$ cat src/rtl/fp_atan2_cordic_if.sv
// fp_atan2_cordic_if
//   Request/response bundle for the atan2 CORDIC unit.
//   master : requester (drives start, x, y; observes busy, done, result, invalid)
//   slave  : the atan2 unit
//   start  : request, honoured only while busy=0
//   x, y   : IEEE-754 single operands (abscissa, ordinate)
//   busy   : unit is not idle
//   done   : one-cycle pulse when result/invalid are valid
//   result : IEEE-754 single atan2(y, x) in radians
//   invalid: result is the canonical NaN produced by a NaN/Inf operand
interface fp_atan2_cordic_if;
    logic        start;
    logic [31:0] x;
    logic [31:0] y;
    logic        busy;
    logic        done;
    logic [31:0] result;
    logic        invalid;

    modport master (output start, x, y, input busy, done, result, invalid);
    modport slave  (input start, x, y, output busy, done, result, invalid);
endinterface

$ cat src/rtl/fp_atan2_cordic.sv
// fp_atan2_cordic
//   Sequential single-precision atan2(y, x) using a CORDIC vectoring loop.
//   Ports:
//     clk   : rising-edge clock
//     rst_n : synchronous active-low reset
//     io    : fp_atan2_cordic_if.slave (start/x/y in, busy/done/result/invalid out)
//   Flow: IDLE -> ALIGN -> ITER (ITER steps) -> NORM -> DONE -> IDLE, or
//   IDLE -> DONE directly when an operand pair is a special case.
module fp_atan2_cordic #(
    parameter int ITER = 24,
    parameter int ZW   = 32
) (
    input  logic             clk,
    input  logic             rst_n,
    fp_atan2_cordic_if.slave io
);
    typedef enum logic [2:0] {S_IDLE, S_ALIGN, S_ITER, S_NORM, S_DONE} state_t;

    // Angle accumulator is Q3.28: FRAC fractional bits.
    localparam int FRAC = ZW - 4;
    localparam logic signed [ZW-1:0] PI_Z = ZW'(32'sh3243F6A9);

    // atan(2^-i) in Q3.28, rounded to nearest.
    function automatic logic signed [ZW-1:0] atan_tab(input logic [4:0] i);
        case (i)
            5'd0:  return ZW'(32'sd210828714);
            5'd1:  return ZW'(32'sd124459457);
            5'd2:  return ZW'(32'sd65760959);
            5'd3:  return ZW'(32'sd33381290);
            5'd4:  return ZW'(32'sd16755422);
            5'd5:  return ZW'(32'sd8385879);
            5'd6:  return ZW'(32'sd4193963);
            5'd7:  return ZW'(32'sd2097109);
            5'd8:  return ZW'(32'sd1048571);
            5'd9:  return ZW'(32'sd524287);
            5'd10: return ZW'(32'sd262144);
            5'd11: return ZW'(32'sd131072);
            5'd12: return ZW'(32'sd65536);
            5'd13: return ZW'(32'sd32768);
            5'd14: return ZW'(32'sd16384);
            5'd15: return ZW'(32'sd8192);
            5'd16: return ZW'(32'sd4096);
            5'd17: return ZW'(32'sd2048);
            5'd18: return ZW'(32'sd1024);
            5'd19: return ZW'(32'sd512);
            5'd20: return ZW'(32'sd256);
            5'd21: return ZW'(32'sd128);
            5'd22: return ZW'(32'sd64);
            5'd23: return ZW'(32'sd32);
            default: return '0;
        endcase
    endfunction

    // Subnormals become a zero of the same sign.
    function automatic logic [31:0] flush(input logic [31:0] f);
        return (f[30:23] == 8'd0) ? {f[31], 31'd0} : f;
    endfunction

    state_t                 state_q, state_d;
    logic [31:0]            xa_q, xa_d, ya_q, ya_d;
    logic signed [29:0]     cx_q, cx_d, cy_q, cy_d;
    logic signed [ZW-1:0]   z_q, z_d;
    logic [4:0]             cnt_q, cnt_d;
    logic [31:0]            result_q, result_d;
    logic                   invalid_q, invalid_d;
    logic                   done_q, done_d;

    // ---------------- operand alignment ----------------
    logic [7:0]             ex, ey, dexp;
    logic [23:0]            mx, my, mx_al, my_al;
    logic signed [29:0]     x0, y0, x_al, y_al;
    logic signed [ZW-1:0]   z_al;

    always_comb begin
        ex    = xa_q[30:23];
        ey    = ya_q[30:23];
        mx    = (ex != 8'd0) ? {1'b1, xa_q[22:0]} : 24'd0;
        my    = (ey != 8'd0) ? {1'b1, ya_q[22:0]} : 24'd0;
        mx_al = mx;
        my_al = my;
        dexp  = 8'd0;
        if (ex >= ey) begin
            dexp  = ex - ey;
            my_al = (dexp >= 8'd26) ? 24'd0 : (my >> dexp);
        end else begin
            dexp  = ey - ex;
            mx_al = (dexp >= 8'd26) ? 24'd0 : (mx >> dexp);
        end
        // Two guard bits below the mantissa absorb shift truncation in the loop.
        x0   = $signed({4'b0000, mx_al, 2'b00});
        y0   = $signed({4'b0000, my_al, 2'b00});
        x_al = xa_q[31] ? -x0 : x0;
        y_al = ya_q[31] ? -y0 : y0;
        z_al = '0;
        // Left half-plane: rotate by pi so the loop only sees X >= 0.
        if (xa_q[31]) begin
            x_al = -x_al;
            y_al = -y_al;
            z_al = ya_q[31] ? -PI_Z : PI_Z;
        end
    end

    // ---------------- angle to float ----------------
    logic [ZW-1:0] zmag, zshift;
    logic [4:0]    lead;
    logic [7:0]    nexp;
    logic [22:0]   nfrac;
    logic [31:0]   norm_res;

    always_comb begin
        zmag = z_q[ZW-1] ? -z_q : z_q;
        lead = 5'd0;
        for (int i = 0; i < ZW; i++) begin
            if (zmag[i]) lead = i[4:0];
        end
        // Leading one moves to the MSB; the 23 bits below it are the fraction.
        zshift   = zmag << (5'(ZW - 1) - lead);
        nfrac    = 23'(zshift >> (ZW - 24));
        nexp     = 8'(lead) + 8'(127 - FRAC);
        norm_res = (zmag == '0) ? 32'd0 : {z_q[ZW-1], nexp, nfrac};
    end

    // ---------------- control ----------------
    logic x_special, y_special, both_zero;
    assign x_special = &io.x[30:23];
    assign y_special = &io.y[30:23];
    assign both_zero = (io.x[30:23] == 8'd0) && (io.y[30:23] == 8'd0);

    always_comb begin
        state_d   = state_q;
        xa_d      = xa_q;
        ya_d      = ya_q;
        cx_d      = cx_q;
        cy_d      = cy_q;
        z_d       = z_q;
        cnt_d     = cnt_q;
        result_d  = result_q;
        invalid_d = invalid_q;
        case (state_q)
            S_IDLE: begin
                if (io.start) begin
                    invalid_d = 1'b0;
                    xa_d      = flush(io.x);
                    ya_d      = flush(io.y);
                    if (x_special || y_special) begin
                        result_d  = 32'h7FC0_0000;
                        invalid_d = 1'b1;
                        state_d   = S_DONE;
                    end else if (both_zero) begin
                        result_d = 32'd0;
                        state_d  = S_DONE;
                    end else begin
                        state_d = S_ALIGN;
                    end
                end
            end
            S_ALIGN: begin
                cx_d    = x_al;
                cy_d    = y_al;
                z_d     = z_al;
                cnt_d   = 5'd0;
                state_d = S_ITER;
            end
            S_ITER: begin
                // Drive Y toward zero; Z accumulates the rotation applied.
                if (cy_q[29]) begin
                    cx_d = cx_q - (cy_q >>> cnt_q);
                    cy_d = cy_q + (cx_q >>> cnt_q);
                    z_d  = z_q - atan_tab(cnt_q);
                end else begin
                    cx_d = cx_q + (cy_q >>> cnt_q);
                    cy_d = cy_q - (cx_q >>> cnt_q);
                    z_d  = z_q + atan_tab(cnt_q);
                end
                cnt_d = cnt_q + 5'd1;
                if (cnt_q == 5'(ITER - 1)) state_d = S_NORM;
            end
            S_NORM: begin
                result_d = norm_res;
                state_d  = S_DONE;
            end
            S_DONE:  state_d = S_IDLE;
            default: state_d = S_IDLE;
        endcase
        done_d = (state_d == S_DONE);
    end

    always_ff @(posedge clk) begin
        if (!rst_n) begin
            state_q   <= S_IDLE;
            xa_q      <= '0;
            ya_q      <= '0;
            cx_q      <= '0;
            cy_q      <= '0;
            z_q       <= '0;
            cnt_q     <= '0;
            result_q  <= '0;
            invalid_q <= 1'b0;
            done_q    <= 1'b0;
        end else begin
            state_q   <= state_d;
            xa_q      <= xa_d;
            ya_q      <= ya_d;
            cx_q      <= cx_d;
            cy_q      <= cy_d;
            z_q       <= z_d;
            cnt_q     <= cnt_d;
            result_q  <= result_d;
            invalid_q <= invalid_d;
            done_q    <= done_d;
        end
    end

    assign io.busy    = (state_q != S_IDLE);
    assign io.done    = done_q;
    assign io.result  = result_q;
    assign io.invalid = invalid_q;
endmodule

$ cat src/flat_wrapper.sv
// flat-port wrapper written by rule: the top's interface ports become plain ports
module fp_atan2_cordic_flat 
#(
    parameter int ITER = 24,
    parameter int ZW   = 32
)
  (clk, rst_n, io_start, io_x, io_y, io_busy, io_done, io_result, io_invalid);
  fp_atan2_cordic_if io_i ();
  input  logic clk;
  input  logic rst_n;
  input wire logic [$bits(io_i.start)-1:0] io_start;
  input wire logic [$bits(io_i.x)-1:0] io_x;
  input wire logic [$bits(io_i.y)-1:0] io_y;
  output wire logic [$bits(io_i.busy)-1:0] io_busy;
  output wire logic [$bits(io_i.done)-1:0] io_done;
  output wire logic [$bits(io_i.result)-1:0] io_result;
  output wire logic [$bits(io_i.invalid)-1:0] io_invalid;
  assign io_i.start = io_start;
  assign io_i.x = io_x;
  assign io_i.y = io_y;
  assign io_busy = io_i.busy;
  assign io_done = io_i.done;
  assign io_result = io_i.result;
  assign io_invalid = io_i.invalid;
  fp_atan2_cordic #(.ITER(ITER), .ZW(ZW)) u_core (.clk(clk), .rst_n(rst_n), .io(io_i));
endmodule
$ cat config.mk
export PLATFORM = sky130hd
export DESIGN_NAME = fp_atan2_cordic_flat
export DESIGN_NICKNAME = d
export VERILOG_FILES = /design/src/rtl/fp_atan2_cordic_if.sv /design/src/rtl/fp_atan2_cordic.sv /design/src/flat_wrapper.sv
export SDC_FILE = /design/constraint.sdc
export NUM_CORES = 1
export LEC_CHECK = 0
export CAP_MARGIN = 20
export CORE_ASPECT_RATIO = 0.8
export CORE_MARGIN = 1.5
export CORE_UTILIZATION = 44
export DETAILED_ROUTE_END_ITERATION = 8
export SLEW_MARGIN = 20
export SYNTH_ARGS = -nofsm -noshare
export SYNTH_HDL_FRONTEND = slang
export SYNTH_SLANG_ARGS = --single-unit
$ cat constraint.sdc
create_clock -name clk -period 8.75 [get_ports clk]
set_input_delay 1.75 -clock clk [delete_from_list [all_inputs] [get_ports clk]]
set_output_delay 1.75 -clock clk [all_outputs]
set_load 0.005 [all_outputs]
==> results of run 1 <==
[final cells by class]
type                       count  area (µm²)
timing repair buffer         142        1320
fill                        6194       31400
clock inverter                20         390
inverter                     120         450
sequential                   226        4540
multi-input combinational   3049       21600
clock buffer                  28         668
tap                          830        1040
[cells by family (layout without fill, tap and decap cells)]
family | Yosys count | after routing
AOI/OAI and AO/OA | 1133 | 1133
xor gates and xnor gates | 273 | 273
adders and majority gates | 127 | 127
buffers and inverters | 347 | 310
DFF | 226 | 226
muxes | 306 | 306
and+or+nand+nor | 1210 | 1210
[report_power, final]
part | internal (mW) | switching (mW) | leakage (nW) | total (mW)
combinational | 2.46 | 3.69 | 9.46 | 6.15
sequential | 1.16 | 0.271 | 1.85 | 1.43
clock | 0.856 | 0.504 | 0.513 | 1.36
[metrics by stage]
stage / setup slack (ps) / utilization / cell area, µm² / hold slack (ps) / power [mW]
floorplan: 2340 / - / 27500 / 436 / 6.11
global placement: 1820 / 0.471 / 28900 / 433 / 7.48
detailed placement: 1690 / 0.471 / 28900 / 441 / 7.45
CTS: 1660 / 0.488 / 30000 / 454 / 8.85
global route: 1020 / 0.488 / 30000 / 499 / 9.61
finish: 1550 / 0.488 / 30000 / 453 / 8.94
[path summary, 6_finish.rpt]
check | endpoint | cells after the start | slack, ps | startpoint
max | u_core.cx_q[24] | 19 | 1550 | u_core.ya_q[23]
min reg2reg | u_core.io.result[1] | 2 | 450 | u_core.io.result[1]
max reg2reg | u_core.cx_q[24] | 19 | 1550 | u_core.ya_q[23]
min | u_core.io.result[1] | 2 | 450 | u_core.io.result[1]
[routing by layer]
metal	wire, µm	track usage	vias to the layer above
li1	-	-	13300
met1	40900	0.385	13100
met2	39500	0.426	928
met3	6560	0.0487	117
met4	1840	0.0597	0
met5	0	0	-
[cell usage in the layout (no fill, tap or decap), drive strengths merged, types with 30 or more instances in the layout]
cell type        n
nor2           380
a21oi          379
nand2          340
dfxtp          226
o21ai          196
xnor2          176
mux2i          163
ha             122
inv            121
clkdlybuf4s50  100
xor2            97
nand3           91
nor3            86
mux4            81
a22oi           72
mux2            62
a211oi          44
o211ai          42
a31oi           42
and2            42
nand2b          41
buf             41
o31ai           41
and3            37
o21a            36
nand4           33
nor4            32
a21o            30
[worst register-to-register path, delay by kind of cell, from the launching register on]
kind,cells,cell delay (ps)
buffers and inverters,4,1080
adders and majority gates,2,1050
DFF,1,360
and+or+nand+nor,6,2660
AOI/OAI and AO/OA,7,1930
==> results.md, run 1 <==
* CP cell instances: inv_1, ha_2, buf_4, inv_1, or3_4, a31oi_4, a311oi_1, o211ai_1, a2bb2oi_2, ha_1, inv_1, nor3_1, nand4_2, nor4_2, a22oi_1, a2111o_1, or4_4, a211oi_2, nor3b_2
* Via Count at 27.5k
* Worst Hold Class: flop to flop
* FP Rows at 81
* RSZ-0062 raised after global routing: false
* Cell accounting for the most synthesized area: dfxtp_1
* CP startpoint kind: flop
* Post-synth top area share at 0.165
* Share of post-route cells with drive strength above 1 at 0.0979
* CTS resizes at 0
* Total wire length at around 89000 µm
* GP Congestion at ~0.94
* Crit path buf inv count at 4
* Synth-to-Final Area Change at 9.15%
* Syn_nets at between 3k and 4k
* Most frequent cells after synthesis: a21oi_1, nor2_1, nand2_1
* Critical path arrival at about 7700 ps
* Flops & latches, synth at roughly 230
* Die area at ~64000 µm²
* Largest net degree at the start of global routing at 77
* Post-Synthesis Cells at between 3k and 4k
* First-pass GRT wire length at around 140000 µm
* Postcts setup bufs at 0
* Initial Utilization at 0.447
* Worst path most repeated cell: inv_1
* Worst setup EP type: flop
* Worst-path fanout max at 34
* Clock Root Buffer: clkbuf_16
* Clock Latency Late Sink at about 570 ps
* CP Class: flop to flop
* # port buffers at ~100
* Syn Area/Cell at 7.58 µm²
* Worst-Margin Slew at a little under 1000 ps
* MaxCap Viol Count at 0
* Max-Slew Margin vs Limit at 0.349
* Adder-Cell Fraction of Synth Area at 0.0592
* Clock Sink Count at between 200 and 250
* YS warnings at 0
* Cell area after synthesis at ~27000 µm²
* Post-cts hold buffer count at 0
* Maximum buffer depth of the clock tree at 3
* CTS tree: done
* DIE HEIGHT at 226 µm
* Core area at about 60000 µm²
* Worst path slowest cell: nor4_2
* TritonCTS Buffers at 26
* Detail Route Antenna Nets at 0
* Fin crit period at ~7200 ps
* Vias per cell at between 6 and 7
* Final Non-Filler Cells at 4415
* Total iterations of the first detailed-routing run at 6
* Worst Skew at approximately 11 ps
* Synth top area cells: dfxtp_1, a21oi_1, mux4_2, mux2i_1, ha_1
* Critical Path RT at ~9200 ps
* Final Net Count at between 3k and 4k
* Outcome: finished clean
* GRT overflow at 0
* Worst path max stage delay at 910 ps
* H-tree levels at 1
* Clock slew at reported path FFs at 70 ps
* Leak pwr at ~12 nW
* Compound-gate portion of the synthesized area at 0.274
* Delay-heaviest family, CP: simple AND/OR/NAND/NOR gates
* Drc violations at 0
* Peak VDD IR at 0.200 mV
* Post-synth EDFFs at 0
* Mux contribution to synthesized area at 0.151
* Register area share after synthesis at 0.165
* Vias in the first global route at around 25k
* Ys async rst share at 0
* WL/cell at just over 20 µm
* Io pins at approximately 100
* Inserted Diodes at 0
* Max Freq at around 140 MHz
* Setup tns final at 0 ps
* Post-Synth Simple-Gate Area at 0.210
* Gr usage total at 0.271
* DP HPWL at about 67000 µm
* Setup violations, final at 0
* Largest family of logic cells by synthesized area: compound AO/OA/AOI/OAI gates
* Placed Cells at 4366
* Die Wd at about 280 µm
* Pwr dens at just under 300 nW/µm²
* Synth Area in XOR/XNOR at 0.0888
* Hold Vio Cnt, Final at 0
* Count of cell types in the netlist at around 120
* Slew Limit Fails at 0
* Initial antenna violation count at 0
* Fin crit share at 0.823
* Synth Flop Type: dfxtp_1
* Initial DRC Count at 2593
No activity file was read; power rests on OpenSTA's default activity.
==> inputs of run 2 (changes only) <==
==> constraint.sdc (replaced) <==
create_clock -name clk -period 7.1 [get_ports clk]
set_input_delay 1.42 -clock clk [delete_from_list [all_inputs] [get_ports clk]]
set_output_delay 1.42 -clock clk [all_outputs]
set_load 0.005 [all_outputs]
==> run 2 against run 1 <==
First-iteration DRC count is 9.6% higher. Worst setup slack got worse by 920 ps. Die area stayed put. Sequential power is 24% higher.
==> results.md, run 2 (same netlist as run 1, synthesis figures left out) <==
* Clock Sink Count at 226
* Total power draw at 10.9 mW
* Pwr dens at 362 nW/µm²
* Total iterations of the first detailed-routing run at 6
* Io pins at about 100
* Peak VDD IR at 0.213 mV
* Final Net Count at between 3k and 4k
* Vias in the first global route at approximately 25k
* CP cell instances: inv_1, ha_1, nor2_1, a21oi_1, xnor2_1, a311oi_1, o211ai_1, a2bb2oi_2, ha_1, inv_1, or3_1, nor4_2, a31oi_1, xnor2_1, nor4_4, o21ai_1, or4_4, a211oi_2, nor3b_2
* WL/cell at just over 20 µm
* Worst-path fanout max at 14
* Most frequent cells in the layout: a21oi_1, nor2_1, nand2_1
* Outcome: finished clean
* Slew Limit Fails at 0
* Critical path arrival at 6950 ps
* Setup tns final at 0 ps
* Worst path slowest cell: xnor2_1
* CTS tree: done
* Maximum buffer depth of the clock tree at 3
* DIE HEIGHT at 226 µm
* Initial DRC Count at around 2.8k
* Switch Pwr at between 5 and 6 mW
* Initial antenna violation count at 0
* DP HPWL at 69200 µm
* Initial Utilization at 0.447
* Clock slew at reported path FFs at 70 ps
* Clock power frac at 0.135
* GRT overflow at 0
* Worst setup EP type: flop
* RSZ-0062 raised after global routing: false
* Max-Slew Margin vs Limit at 0.338
* WHS at around 440 ps
* Worst Skew at 19.5 ps
* Hold Vio Cnt, Final at 0
* H-tree levels at 1
* Most common cell after layout, fill and taps aside: a21oi_1
* Setup violations, final at 0
* Detail Route Antenna Nets at 0
* First-pass GRT wire length at between 100000 and 150000 µm
* Die area at ~64000 µm²
* Share of post-route cells with drive strength above 1 at 0.103
* Inserted Diodes at 0
* Via Count at between 20k and 30k
* Combinational share of power at 0.701
* # port buffers at just over 100
* Filler cells at 6157
* GP Congestion at roughly 0.95
* Synth-to-Final Area Change at 9.37%
* Largest net degree at the start of global routing at slightly above 70
* Clock Latency Late Sink at roughly 600 ps
* Core area at between 60000 and 70000 µm²
* CP startpoint kind: flop
* Max Freq at about 150 MHz
* Worst Hold Class: flop to flop
* Fin crit period at 6470 ps
* Postcts setup bufs at 0
* Switching share of total power at 0.509
* Worst path max stage delay at 650 ps
* CP Class: flop to flop
* MaxCap Viol Count at 0
* Clock Root Buffer: clkbuf_16
* Vias per cell at approximately 6.2
* Part of the power in registers at 0.164
* Die Wd at ~280 µm
* Internal power at around 5.3 mW
* FP Rows at 81
* Placed Cells at between 4k and 5k
* Critical Path RT at 7570 ps
* Leak pwr at about 12 nW
* Fin crit share at 0.912
* Gr usage total at 0.277
* TritonCTS Buffers at 27
* Total wire length at 91100 µm
* Worst-Margin Slew at just under 1000 ps
* Final Non-Filler Cells at roughly 4.4k
* Drc violations at 0
==> run 2: worst paths after layout <==
path | endpoint | startpoint | depth (start not counted) | slack, ps
setup / recovery | u_core.cx_q[24] | u_core.ya_q[25] | 19 | 630
hold / removal | u_core.io.result[1] | u_core.io.result[1] | 2 | 440
setup reg to reg | u_core.cx_q[24] | u_core.ya_q[25] | 19 | 630
hold reg to reg | u_core.io.result[1] | u_core.io.result[1] | 2 | 440
==> run 2: timing repair <==
action | in CTS | in global routing
hold endpoints to repair | 0 | 0
gates resized for setup | 0 | 2
hold buffers | 0 | 0
setup endpoints to repair | 0 | 1
==> run 2: cell type report <==
type                       count  area, µm²  share of cell area
multi-input combinational   3049      21600               0.718
sequential                   226       4540               0.151
clock buffer                  39        812              0.0270
tap                          830       1040              0.0346
clock inverter                10        110             0.00366
inverter                     120        450              0.0150
timing repair buffer         166       1520              0.0507
==> run 2: through the flow <==
stage / setup slack, ps / utilization / instance area [µm²]
4_1_cts: 566 / 0.489 / 30000
6_report: 625 / 0.489 / 30000
3_5_place_dp: 592 / 0.474 / 29100
2_1_floorplan: 688 / - / 27500
3_3_place_gp: 660 / 0.474 / 29100
5_1_grt: 31.1 / 0.489 / 30000
==> run 2: power groups by stage <==
stage / sequential, mW / combinational (mW) / clock, mW
after floorplan: 1.60 / 5.92 / 0
after global placement: 1.79 / 7.50 / 0
after detailed placement: 1.79 / 7.46 / 0
after CTS: 1.76 / 7.50 / 1.49
after global routing: 1.80 / 8.34 / 1.55
final: 1.78 / 7.62 / 1.47
==> run 2: critical path: cells and delay by family (launching register included) <==
kind / cells / cell delay (ps)
simple gates: 6 / 2350
fa+ha+maj: 2 / 890
compound gates: 7 / 1700
buf+inv: 2 / 170
flops: 1 / 350
xor+xnor: 2 / 880
==> run 2: layer usage <==
metal / track usage / vias up / part of all wire
li1: - / 13400 / -
met1: 0.392 / 13200 / 0.46
met2: 0.437 / 975 / 0.44
met3: 0.0489 / 129 / 0.076
met4: 0.0580 / 0 / 0.020
met5: 0 / - / 0
